===== src/rtl/lsa_pkg.sv =====
// Shared constants, state encoding and address helper for the four-channel serial ADC sequencer.
package lsa_pkg;

  localparam int unsigned FRAME_LEN      = 16;
  localparam int unsigned DATA_W         = 12;
  localparam int unsigned NUM_CH         = 4;
  localparam int unsigned FIRST_DATA_BIT = 4;

  localparam int unsigned CNT_W          = $clog2(FRAME_LEN);
  localparam int unsigned CH_W           = $clog2(NUM_CH);
  localparam int unsigned ADDR_W         = 3;
  // Address bits occupy the three counts ending at the first data bit.
  localparam int unsigned ADDR_FIRST     = FIRST_DATA_BIT - ADDR_W + 1;

  typedef enum logic [0:0] {
    GAP   = 1'b0,
    FRAME = 1'b1
  } lsa_state_e;

  // Serial address bit for a given count: zero-extended channel index, MSB first.
  function automatic logic addr_bit(input logic [CH_W-1:0] ch, input logic [CNT_W-1:0] cnt);
    logic [ADDR_W-1:0] addr;
    logic [CNT_W-1:0]  off;
    addr = ADDR_W'(ch);
    off  = CNT_W'(FIRST_DATA_BIT) - cnt;
    if ((cnt >= CNT_W'(ADDR_FIRST)) && (cnt <= CNT_W'(FIRST_DATA_BIT)))
      return addr[off[1:0]];
    else
      return 1'b0;
  endfunction

endpackage


===== src/rtl/lsa_shift_capture.sv =====
// Single-channel MSB-first serial capture: shift register plus load strobe on the last bit.
module lsa_shift_capture
  import lsa_pkg::*;
(
  input  logic              clk,
  input  logic              rst_n,
  input  logic              i_clear,
  input  logic              i_shift,
  input  logic              i_last,
  input  logic              i_bit,
  output logic [DATA_W-1:0] o_word_c,
  output logic              o_load_c
);

  logic [DATA_W-1:0] r_sr;

  // Shift register: cleared between frames, shifts one bit per data cycle.
  always_ff @(posedge clk or negedge rst_n) begin
    if (!rst_n)       r_sr <= '0;
    else if (i_clear) r_sr <= '0;
    else if (i_shift) r_sr <= {r_sr[DATA_W-2:0], i_bit};
  end

  // The completed word includes the bit being sampled on the final edge.
  assign o_word_c = {r_sr[DATA_W-2:0], i_bit};
  assign o_load_c = i_shift & i_last;

endmodule


===== src/rtl/lsa.sv =====
// Four-channel serial ADC sequencer: one gap cycle plus a 16-cycle frame per channel, round robin.
module lsa
  import lsa_pkg::*;
(
  input  logic              clk,
  input  logic              rst,
  input  logic              ADC1,
  input  logic              ADC2,
  input  logic              ADC3,
  input  logic              ADC4,
  output logic              din,
  output logic              cs,
  output logic [CNT_W-1:0]  count,
  output logic [DATA_W-1:0] ch1_data,
  output logic [DATA_W-1:0] ch2_data,
  output logic [DATA_W-1:0] ch3_data,
  output logic [DATA_W-1:0] ch4_data,
  output logic              data_valid
);

  lsa_state_e        r_state;
  lsa_state_e        w_nxt_state;
  logic [CNT_W-1:0]  r_count;
  logic [CNT_W-1:0]  w_nxt_count;
  logic [CH_W-1:0]   r_ch;
  logic [CH_W-1:0]   w_nxt_ch;
  logic              r_cs;
  logic              r_din;
  logic              r_valid;
  logic [DATA_W-1:0] r_data [NUM_CH];

  logic              w_adc_bit;
  logic              w_shift;
  logic              w_last;
  logic              w_clear;
  logic [DATA_W-1:0] w_word;
  logic              w_load;

  // Next-state logic: GAP always opens a frame; the frame closes at its last count.
  always_comb begin
    w_nxt_state = r_state;
    w_nxt_count = r_count;
    w_nxt_ch    = r_ch;
    case (r_state)
      GAP: begin
        w_nxt_state = FRAME;
        w_nxt_count = '0;
      end
      FRAME: begin
        if (w_last) begin
          w_nxt_state = GAP;
          w_nxt_count = '0;
          w_nxt_ch    = r_ch + CH_W'(1);
        end else begin
          w_nxt_count = r_count + CNT_W'(1);
        end
      end
      default: begin
        w_nxt_state = GAP;
        w_nxt_count = '0;
      end
    endcase
  end

  // State, counter, channel index and the registered serial control outputs.
  always_ff @(posedge clk or negedge rst) begin
    if (!rst) begin
      r_state <= GAP;
      r_count <= '0;
      r_ch    <= '0;
      r_cs    <= 1'b1;
      r_din   <= 1'b0;
    end else begin
      r_state <= w_nxt_state;
      r_count <= w_nxt_count;
      r_ch    <= w_nxt_ch;
      r_cs    <= (w_nxt_state == GAP);
      r_din   <= (w_nxt_state == FRAME) & addr_bit(w_nxt_ch, w_nxt_count);
    end
  end

  // Select the active channel's serial input.
  always_comb begin
    w_adc_bit = 1'b0;
    case (r_ch)
      2'd0:    w_adc_bit = ADC1;
      2'd1:    w_adc_bit = ADC2;
      2'd2:    w_adc_bit = ADC3;
      default: w_adc_bit = ADC4;
    endcase
  end

  assign w_shift = (r_state == FRAME) && (r_count >= CNT_W'(FIRST_DATA_BIT));
  assign w_last  = (r_count == CNT_W'(FRAME_LEN - 1));
  assign w_clear = (r_state == GAP);

  lsa_shift_capture u_capture (
    .clk      (clk),
    .rst_n    (rst),
    .i_clear  (w_clear),
    .i_shift  (w_shift),
    .i_last   (w_last),
    .i_bit    (w_adc_bit),
    .o_word_c (w_word),
    .o_load_c (w_load)
  );

  // Per-channel result registers and the one-cycle update pulse.
  always_ff @(posedge clk or negedge rst) begin
    if (!rst) begin
      for (int i = 0; i < NUM_CH; i++) r_data[i] <= '0;
      r_valid <= 1'b0;
    end else begin
      for (int i = 0; i < NUM_CH; i++) begin
        if (w_load && (r_ch == CH_W'(i))) r_data[i] <= w_word;
      end
      r_valid <= w_load;
    end
  end

  assign cs         = r_cs;
  assign din        = r_din;
  assign count      = r_count;
  assign ch1_data   = r_data[0];
  assign ch2_data   = r_data[1];
  assign ch3_data   = r_data[2];
  assign ch4_data   = r_data[3];
  assign data_valid = r_valid;

endmodule


===== config.mk =====
export PLATFORM = sky130hd
export DESIGN_NAME = lsa
export DESIGN_NICKNAME = d
export VERILOG_FILES = /design/src/rtl/lsa_pkg.sv /design/src/rtl/lsa_shift_capture.sv /design/src/rtl/lsa.sv
export SDC_FILE = /design/constraint.sdc
export NUM_CORES = 1
export LEC_CHECK = 0
export CORE_ASPECT_RATIO = 1.2
export CORE_MARGIN = 2
export CORE_UTILIZATION = 50
export CTS_CLUSTER_DIAMETER = 80
export DETAILED_ROUTE_END_ITERATION = 7
export HOLD_SLACK_MARGIN = 0.03
export PLACE_DENSITY = 0.79
export SKIP_LAST_GASP = 1
export SLEW_MARGIN = 10
export SYNTH_ARGS = -nofsm -noshare
export SYNTH_HDL_FRONTEND = slang
export SYNTH_SLANG_ARGS = --single-unit

===== constraint.sdc =====
create_clock -name clk -period 3.75 [get_ports clk]
set_input_delay 0.5625 -clock clk [delete_from_list [all_inputs] [get_ports clk]]
set_output_delay 0.5625 -clock clk [all_outputs]
set_load 0.05 [all_outputs]

### Word-level counts from Yosys, hierarchy flattened

Cells that the tools add are included.

| word-level totals | value |
|---|---|
| word-level logic and storage cells | 46 |
| bits of input ports | 6 |
| output and inout bits | 55 |
| register bits after elaboration | 69 |

| operators by class | value |
|---|---|
| $add $sub $neg | 3 |
| bitwise operators | 4 |
| equal/unequal tests | 5 |
| mux-type cells | 12 |
| reductions and logical operators | 7 |
| order comparisons | 4 |

Operators with widths:

| operator | count |
|---|---|
| 11-bit 2-to-1 mux | 2 |
| 4-bit case mux with 2 select lines | 1 |
| 1-bit logical AND | 6 |
| 4-bit by 1-bit adder with 4-bit output (second input constant) | 1 |
| 2-bit == test (second input constant) | 2 |
| 4-bit == test (second input constant) | 1 |
| 4-bit by 2-bit greater-or-equal comparator with 1-bit output (second input constant) | 1 |
| 4-bit by 3-bit greater-or-equal comparator with 1-bit output (second input constant) | 1 |
| 4-bit by 3-bit less-or-equal comparator with 1-bit output (second input constant) | 1 |
| 2-bit 2-to-1 mux | 2 |
| 4-bit 2-to-1 mux | 1 |
| 2-bit by 3-bit less-than comparator with 1-bit output (second input constant) | 1 |
| 1-bit 2-to-1 mux | 3 |
| 1-bit case mux with 3 select lines | 1 |
| 2-bit by 1-bit adder with 2-bit output (second input constant) | 1 |
| 1-bit bitwise AND | 2 |
| 1-bit binary-select mux with 2-bit select | 1 |
| 2-bit by 1-bit == test with 1-bit output (second input constant) | 1 |
| 2-bit zero test | 1 |
| 2-bit by 1-bit inequality test with 1-bit output (second input constant) | 1 |
| 1-bit inverter | 2 |
| 1-bit case mux with 2 select lines | 1 |
| 1-bit by 2-bit subtractor with 2-bit output (first input constant) | 1 |

### Depth between registers and ports, before layout

| depth | value |
|---|---|
| depth after elaboration | 8 |
| depth in mapped cells | 7 |
| depth with buffers taken out | 6 |

### Hierarchy

Synthesis repeated with hierarchy kept, for this count alone.

| unflattened totals | value |
|---|---|
| cells, all modules | 188 |
| area, all modules | 2,746.4 um2 |

By module, submodules not included:

| module | area each (um2) | instances | sequential area each (um2) | cells an instance |
|---|---|---|---|---|
| lsa | 2,289.7 | 1 | 1,452.6 | 151 |
| lsa_shift_capture | 456.7 | 1 | 275.3 | 37 |

### Worst setup path after synthesis

Ideal clock, no wire load.

| path | value |
|---|---|
| path kind | register to register |
| from | register r_count[0] (netlist: count[0]) |
| to | register r_data (netlist bit ch2_data[10]) |
| arrival time | 1.804 ns |
| setup time | 0.125 ns |
| path buffers | 1 |
| period minus slack after synthesis | 1.929 ns |
| data required time | 3.625 ns |
| setup slack | 1.821 ns |
| stages on the path, launching flop included | 7 |
| path through | dfrtp_1 > ha_1 > nand4_4 > clkinv_4 > nand2_4 > buf_6 > mux2_4 |

| between the ends | value |
|---|---|
| longest elaborated chain between the ends | 4 |
| elaborated cells between the ends (all ways) | 5 |
| those cells by class | order compare: 1; eq/ne: 1; bitwise: 1; reduce/logical: 2 |

Ends and longest elaborated chain:

| element | RTL line | text |
|---|---|---|
| from (decl) | lsa.sv:23 | `logic [CNT_W-1:0] r_count;` |
| from (signal assigned) | lsa.sv:75 | `r_count <= w_nxt_count;` |
| 4-bit by 3-bit greater-or-equal comparator with 1-bit output | lsa.sv:93 | `assign w_shift = (r_state == FRAME) && (r_count >= CNT_W'(FIRST_DATA_BIT));` |
| 1-bit logical AND | lsa.sv:93 |  |
| 1-bit bitwise AND * | lsa_shift_capture.sv:26 | `assign o_load_c = i_shift & i_last;` |
| 1-bit logical AND * | lsa.sv:115 | `if (w_load && (r_ch == CH_W'(i))) r_data[i] <= w_word;` |
| to (signal, indexed assignment) | lsa.sv:115 |  |
| to (decl) | lsa.sv:30 | `logic [DATA_W-1:0] r_data [NUM_CH];` |

Mark *: on every way between the ends. The rest lies on a longest branch, timed or not.
A chain may end at the register's enable or synchronous reset.

### Final worst setup path

| path | value |
|---|---|
| from | register r_count[2] (netlist: count[2]) |
| to | output port count[2] |

RTL lines:

| element | RTL line | text |
|---|---|---|
| to (decl) | lsa.sv:13 | `output logic [CNT_W-1:0] count,` |

No word-level cell between the ends.

==> results.toml <==
[place]
gp_congestion = 0.7506
dpl.hpwl_um = 3913
io_buffers = 60

[die]
die_h_um = 87.97
core_mm2 = 0.005668
start_util_pct = 51.83
die_area_mm2 = 0.006508
die_w_um = 73.98
io_pins = 61
rows = 30

[logic_synthesis]
ys_seq_elements = 69
syn_area_per_cell_um2 = 14.40
yosysUniqueCellTypes = 30
synth_seq_area_share_pct = 58.82
netlist_instances = 204
ys_warn_count = 0
synth_nets = 217
netlist_area_mm2 = 0.002938

[timing]
report.final.slew_viol_count = 0
worst_slew_margin_rel_pct = 38.46
worst_pin_slew_ns = 0.9231
max_freq_mhz = 438.7
min_period_over_period_pct = 60.79
rsz0062_at_grt = "no"
fin_tns_setup_ns = 0
fin_crit_ns = 2.280
setup_violations = 0
finalHoldViolations = 0
finalClockSkew_ns = 0.005316

[power_and_ir_drop]
power_frac_comb_pct = 7.1
power.density_mw_per_mm2 = 435.0
internal-power_mw = 1.313
pwr-share-clk_pct = 46.2
ir_drop_mv = 0.2718
seqPwrFrac_pct = 46.7
p_sw_share_pct = 21.42
p_sw_mw = 0.3580
power_mw = 1.671
p_leak_nw = 1.876

[layout]
area_growth_pct = 30.75
nNetsFinal = 281
drive_above_1_share_pct = 25.64
num_antenna_cells = 0

[global_route]
grt.overflow.total = 0
grt_pass1_vias = 1880
grtUsageMet3_pct = 3.682
track_usage_pct = 19.54
met2_usage_pct = 31.82
grt_pass1_wl_um = 9328
antenna_found_initial = 0
grt-busiest-layer = "met2"
grt_max_degree = 44
grt_use_met1_pct = 24.05

[critical_path]
startpoint_type = "flop"
slowest_stage = "clkdlybuf4s50_1"
crit_family = "buffers and inverters"
required_ns = 3.19
end_kind = "output pin"
crit_path_max_incr_delay_ns = 0.87
cp_cell_sequence = "clkdlybuf4s50_1"
crit_fanout = 8
worstPathArrival_ns = 1.72
crit_type = "flop to output pin"
cp_num_buf_inv = 1
ff2ff_setup_slack_ns = 1.92

[clock_network]
cts_tree = "yes"
ctsHoldBuffers = 0
clkLatencyLatePin_ns = 0.33
numCtsBuffers = 9
clk_pin_slew_ns = 0.07
clkSinkCount = 69
ctsHtreeMaxLevel = 3
cts_max_path_buffers = 2
post_cts_resized = 0
post_cts_buffers = 0
cts-root-buf = "clkbuf_8"

[detailed_routing]
antenna_left = 0
drt_iter0_drc = 85
via_per_inst = 5.059
wirelength_um = 5640
vias = 1786
drc = 0
firstDrtPassIters = 6
wl_per_cell_um = 15.98

[status]
status = "complete, no violations"

[job]
drv_cap = 0

[min_path]
min-delay-path-class = "input port to asynchronous set/reset pin"
[registers in the layout (all words and copies together) (netlist names)]
name,cells
ch4_data,12
ch2_data,12
ch3_data,12
ch1_data,12
r_ch,2
data_valid,1
count,4
cs,1
r_state,1
u_capture.r_sr,11
din,1
[cells in the mapped netlist]
library cell	count	area, um2
dfrtp_1	68	1702
nand3b_1	1	7.510
mux2_2	12	135.1
xor2_1	1	8.760
xnor2_1	1	8.760
nand2_1	27	101.4
mux2i_1	1	10.01
inv_1	6	22.52
mux2_4	32	480.5
o2111ai_1	1	8.760
a21oi_1	1	5.000
buf_6	4	45.04
o21a_1	1	7.510
and2_1	2	12.51
o21ai_0	8	40.04
buf_2	1	5.000
or2_2	1	6.260
a21boi_0	11	82.58
nand3_1	3	15.01
clkinv_4	1	8.760
nand2b_1	1	6.260
nand4_4	1	21.27
nand4b_1	1	8.760
ha_1	7	87.58
nor3_1	1	5.000
a222oi_1	1	10.01
clkbuf_1	3	11.26
dfstp_2	1	26.28
nor2_1	1	3.750
nand2_4	4	45.04
[layout by cell type, fill, tap and decap left out, drive strengths merged]
cell type	count
a21oi	1
mux2	44
xor2	1
clkdlybuf4s50	59
clkbuf	9
ha	7
bufinv	4
nor2	1
and2	2
o21ai	8
clkinvlp	1
nand2	31
o21a	1
a21boi	11
a222oi	1
or2	1
buf	2
inv	6
mux2i	1
xnor2	1
clkinv	3
nand2b	1
nor3	1
o2111ai	1
nand4	1
dfrtp	68
nand4b	1
nand3	3
dfstp	1
nand3b	1
[cell type report]
cell class | instances | area [um2]
well taps | 80 | 100.1
multi-input cells | 120 | 1117
repair buffers | 61 | 603.1
clock buffers | 9 | 123.9
flip-flops and latches | 69 | 1728
fillers | 402 | 1827
clock inverters | 7 | 137.6
inverters | 7 | 31.28
[cells by family after synthesis]
family / Yosys count / share of synthesized area (%)
AO/OA/AOI/OAI: 23 / 5.239
XOR/XNOR: 2 / 0.5964
buffers and inverters: 15 / 3.151
multiplexers: 45 / 21.29
adder cells (fa/ha/maj): 7 / 2.981
flip-flops: 69 / 58.82
AND/OR/NAND/NOR: 43 / 7.922
[worst register-to-register path, cell delays in order (launching register included)]
cell and delay [ns]:
dfrtp_1 0.40, inv_1 0.12, ha_1 0.27, a222oi_1 0.38
nand2_1 0.10, o21ai_0 0.22, o21ai_0 0.19
[final timing paths]
| path | cells after the start | end | startpoint |
|---|---|---|---|
| worst max-delay path | 1 | count[2] | count[2]$_DFF_PN0_ |
| worst min-delay path | 1 | ch4_data[3]$_DFFE_PN0P_ | rst |
| worst max register to register | 6 | ch3_data[0]$_DFFE_PN0P_ | r_ch[0]$_DFF_PN0_ |
| worst min register to register | 1 | ch4_data[8]$_DFFE_PN0P_ | ch4_data[8]$_DFFE_PN0P_ |
| max in group asynchronous | 2 | ch2_data[6]$_DFFE_PN0P_ | rst |
| min in group clk | 1 | ch4_data[8]$_DFFE_PN0P_ | ch4_data[8]$_DFFE_PN0P_ |
[power groups by stage]
stage,clock network [mW],logic [mW],registers [mW]
detailed placement,0,0.119,0.795
finish,0.772,0.118,0.781
global route,0.815,0.126,0.783
global placement,0,0.117,0.794
floorplan,0,0.0220,0.837
CTS,0.790,0.120,0.781
[per-layer routing]
metal	up-vias	share of wire [%]	wire, um
met4	0	2.6	144
met3	12	3.3	185
met1	897	43	2446
li1	832	-	-
met2	45	51	2864
met5	-	0	0
[metrics by stage]
step,util [%],hold WS [ns],cells,worst slack (ns),cell area (um2)
2_1_floorplan,-,0.2669,204,1.821,2938
3_5_place_dp,63.16,0.4951,337,1.751,3580
5_1_grt,67.77,0.4421,353,1.420,3841
6_report,67.77,0.3521,353,1.470,3841
4_1_cts,67.77,0.3781,353,1.460,3841
3_3_place_gp,63.16,0.4832,337,1.841,3580
(Power assumes the default switching activity.)
==> patch, RTL diff (same settings) <==
`NUM_CH`: 4 -> 8.
--- a/src/rtl/lsa_pkg.sv
+++ b/src/rtl/lsa_pkg.sv
@@ -4,5 +4,5 @@
   localparam int unsigned FRAME_LEN      = 16;
   localparam int unsigned DATA_W         = 12;
-  localparam int unsigned NUM_CH         = 4;
+  localparam int unsigned NUM_CH         = 8;
   localparam int unsigned FIRST_DATA_BIT = 4;
 
Function: same outputs for any inputs over 10 cycles, from zero or initial values and one cycle with rst low; that may be too few to reach the edited logic, so the function may still have changed.
==> patch against the original RTL <==
- non-clock buffer count is 1 lower
- routed wire length up 2.4%
- cell area up 0.98%
- sequential power grew 1%
- sequential share of layout area increased by 0.21 points
- critical path depth unchanged
- worst setup slack got worse by 31 ps
- global-route usage is 1.3 points lower
- highest routed layer unchanged
- total power down 11%
- worst hold slack got worse by 29 ps
- die area up 5.9%
- synthesized area increased by 6.2%
- sequential cell count increased by 1
- largest power group unchanged
- final cell count grew 3.1%
==> patch: results (changes against the original RTL) <==
| Metric | Value |
|---|---|
| Slew HR | `42.5% (+4.1 points)` |
| Fmax | `433 MHz (-1.3%)` |
| Vias per Instance | `5.01 (-0.90%)` |
| Dominant cells by area after synthesis | `dfrtp_1 55%, mux2_4 19%, nand2_1 3.1%` |
| Sequential element share of the synthesized area | `56.2% (-2.6 points)` |
| Worst r2r src | `count[1]$_DFF_PN0_` |
| FILL cells | `486 (+21%)` |
| Path depth of the worst reg2reg path | `5 (-1)` |
| Worst skew pair latency | `350 ps (+20 ps)` |
| Layout cells sized above 1 | `26.2% (+0.60 points)` |
| RD Place Congestion | `0.734 (-2.2%)` |
| Clk cell area share | `4.71% (-2.1 points)` |
| Met3 Use GR | `5.50% (+1.8 points)` |
| Buffer share of cell area | `15.4% (-0.28 points)` |
| Pre-CTS setup slack | `1730 ps (-22.0 ps)` |
| Syn Nets | `229 (+5.5%)` |
| Critical Path Fanout Max | `10 (+2)` |
| Register area | `0.00175 sq mm (+1.4%)` |
| Clock sink count | `70 (+1.4%)` |
| Met3 WL | `261 um (+41%)` |
| Largest net degree at the start of global routing | `71 (+61%)` |
| Detailed-placement wirelength estimate | `3840 um (-2.0%)` |
| First drt pass iteration count | `4 (-2)` |
| Synth cell types | `35 (+17%)` |
| Clk pwr share | `38.7% (-7.5 points)` |
| Vias in the first global route | `1803 (-4.1%)` |
| Seq pwr share | `53.3% (+6.6 points)` |
| Worst vdd ir | `320 uV (+18%)` |
| Total track usage | `18.2% (-1.3 points)` |
| Crit path capture | `count[3]` |
| Reg-to-Reg End | `ch3_data[11]$_DFFE_PN0P_` |
| Met2 Resource Use GR | `27.5% (-4.4 points)` |
| #MultiIn Comb | `129 (+7.5%)` |
| First-pass GRT wire length | `9540 um (+2.3%)` |
| Worst EP arrival | `1750 ps (+30 ps)` |
| Status | `finished, final reports clean` |
| Met1 Routed Length | `2630 um (+7.6%)` |
-- patch: cell types whose count changed in the layout (fill, tap and decap cells not counted), sizes merged, moves of 2 or more --
cell	delta
bufinv	-3
clkbuf	+3
nor3	+2
nand3	-2
nand2	-4
mux2	+4
and2	+4
nor2	+3
and3	+2
-- patch: cells by family after synthesis --
logic type               synth area share [%]
buffers and inverters                    4.81
AND/OR/NAND/NOR                          7.62
multiplexers                             22.1
AO/OA/AOI/OAI                            5.98
flip-flops                               56.2
XOR/XNOR                                0.843
adder cells (fa/ha/maj)                  2.41
-- patch: stage by stage --
step                      area [sq um]  hold WS (ps)  total power, W  std cells
after global routing              3880           392         0.00155        364
after floorplan                   3120           267        0.000872        217
final                             3880           323         0.00149        364
after CTS                         3880           352         0.00150        364
after global placement            3700           494        0.000924        348
after detailed placement          3700           498        0.000927        348
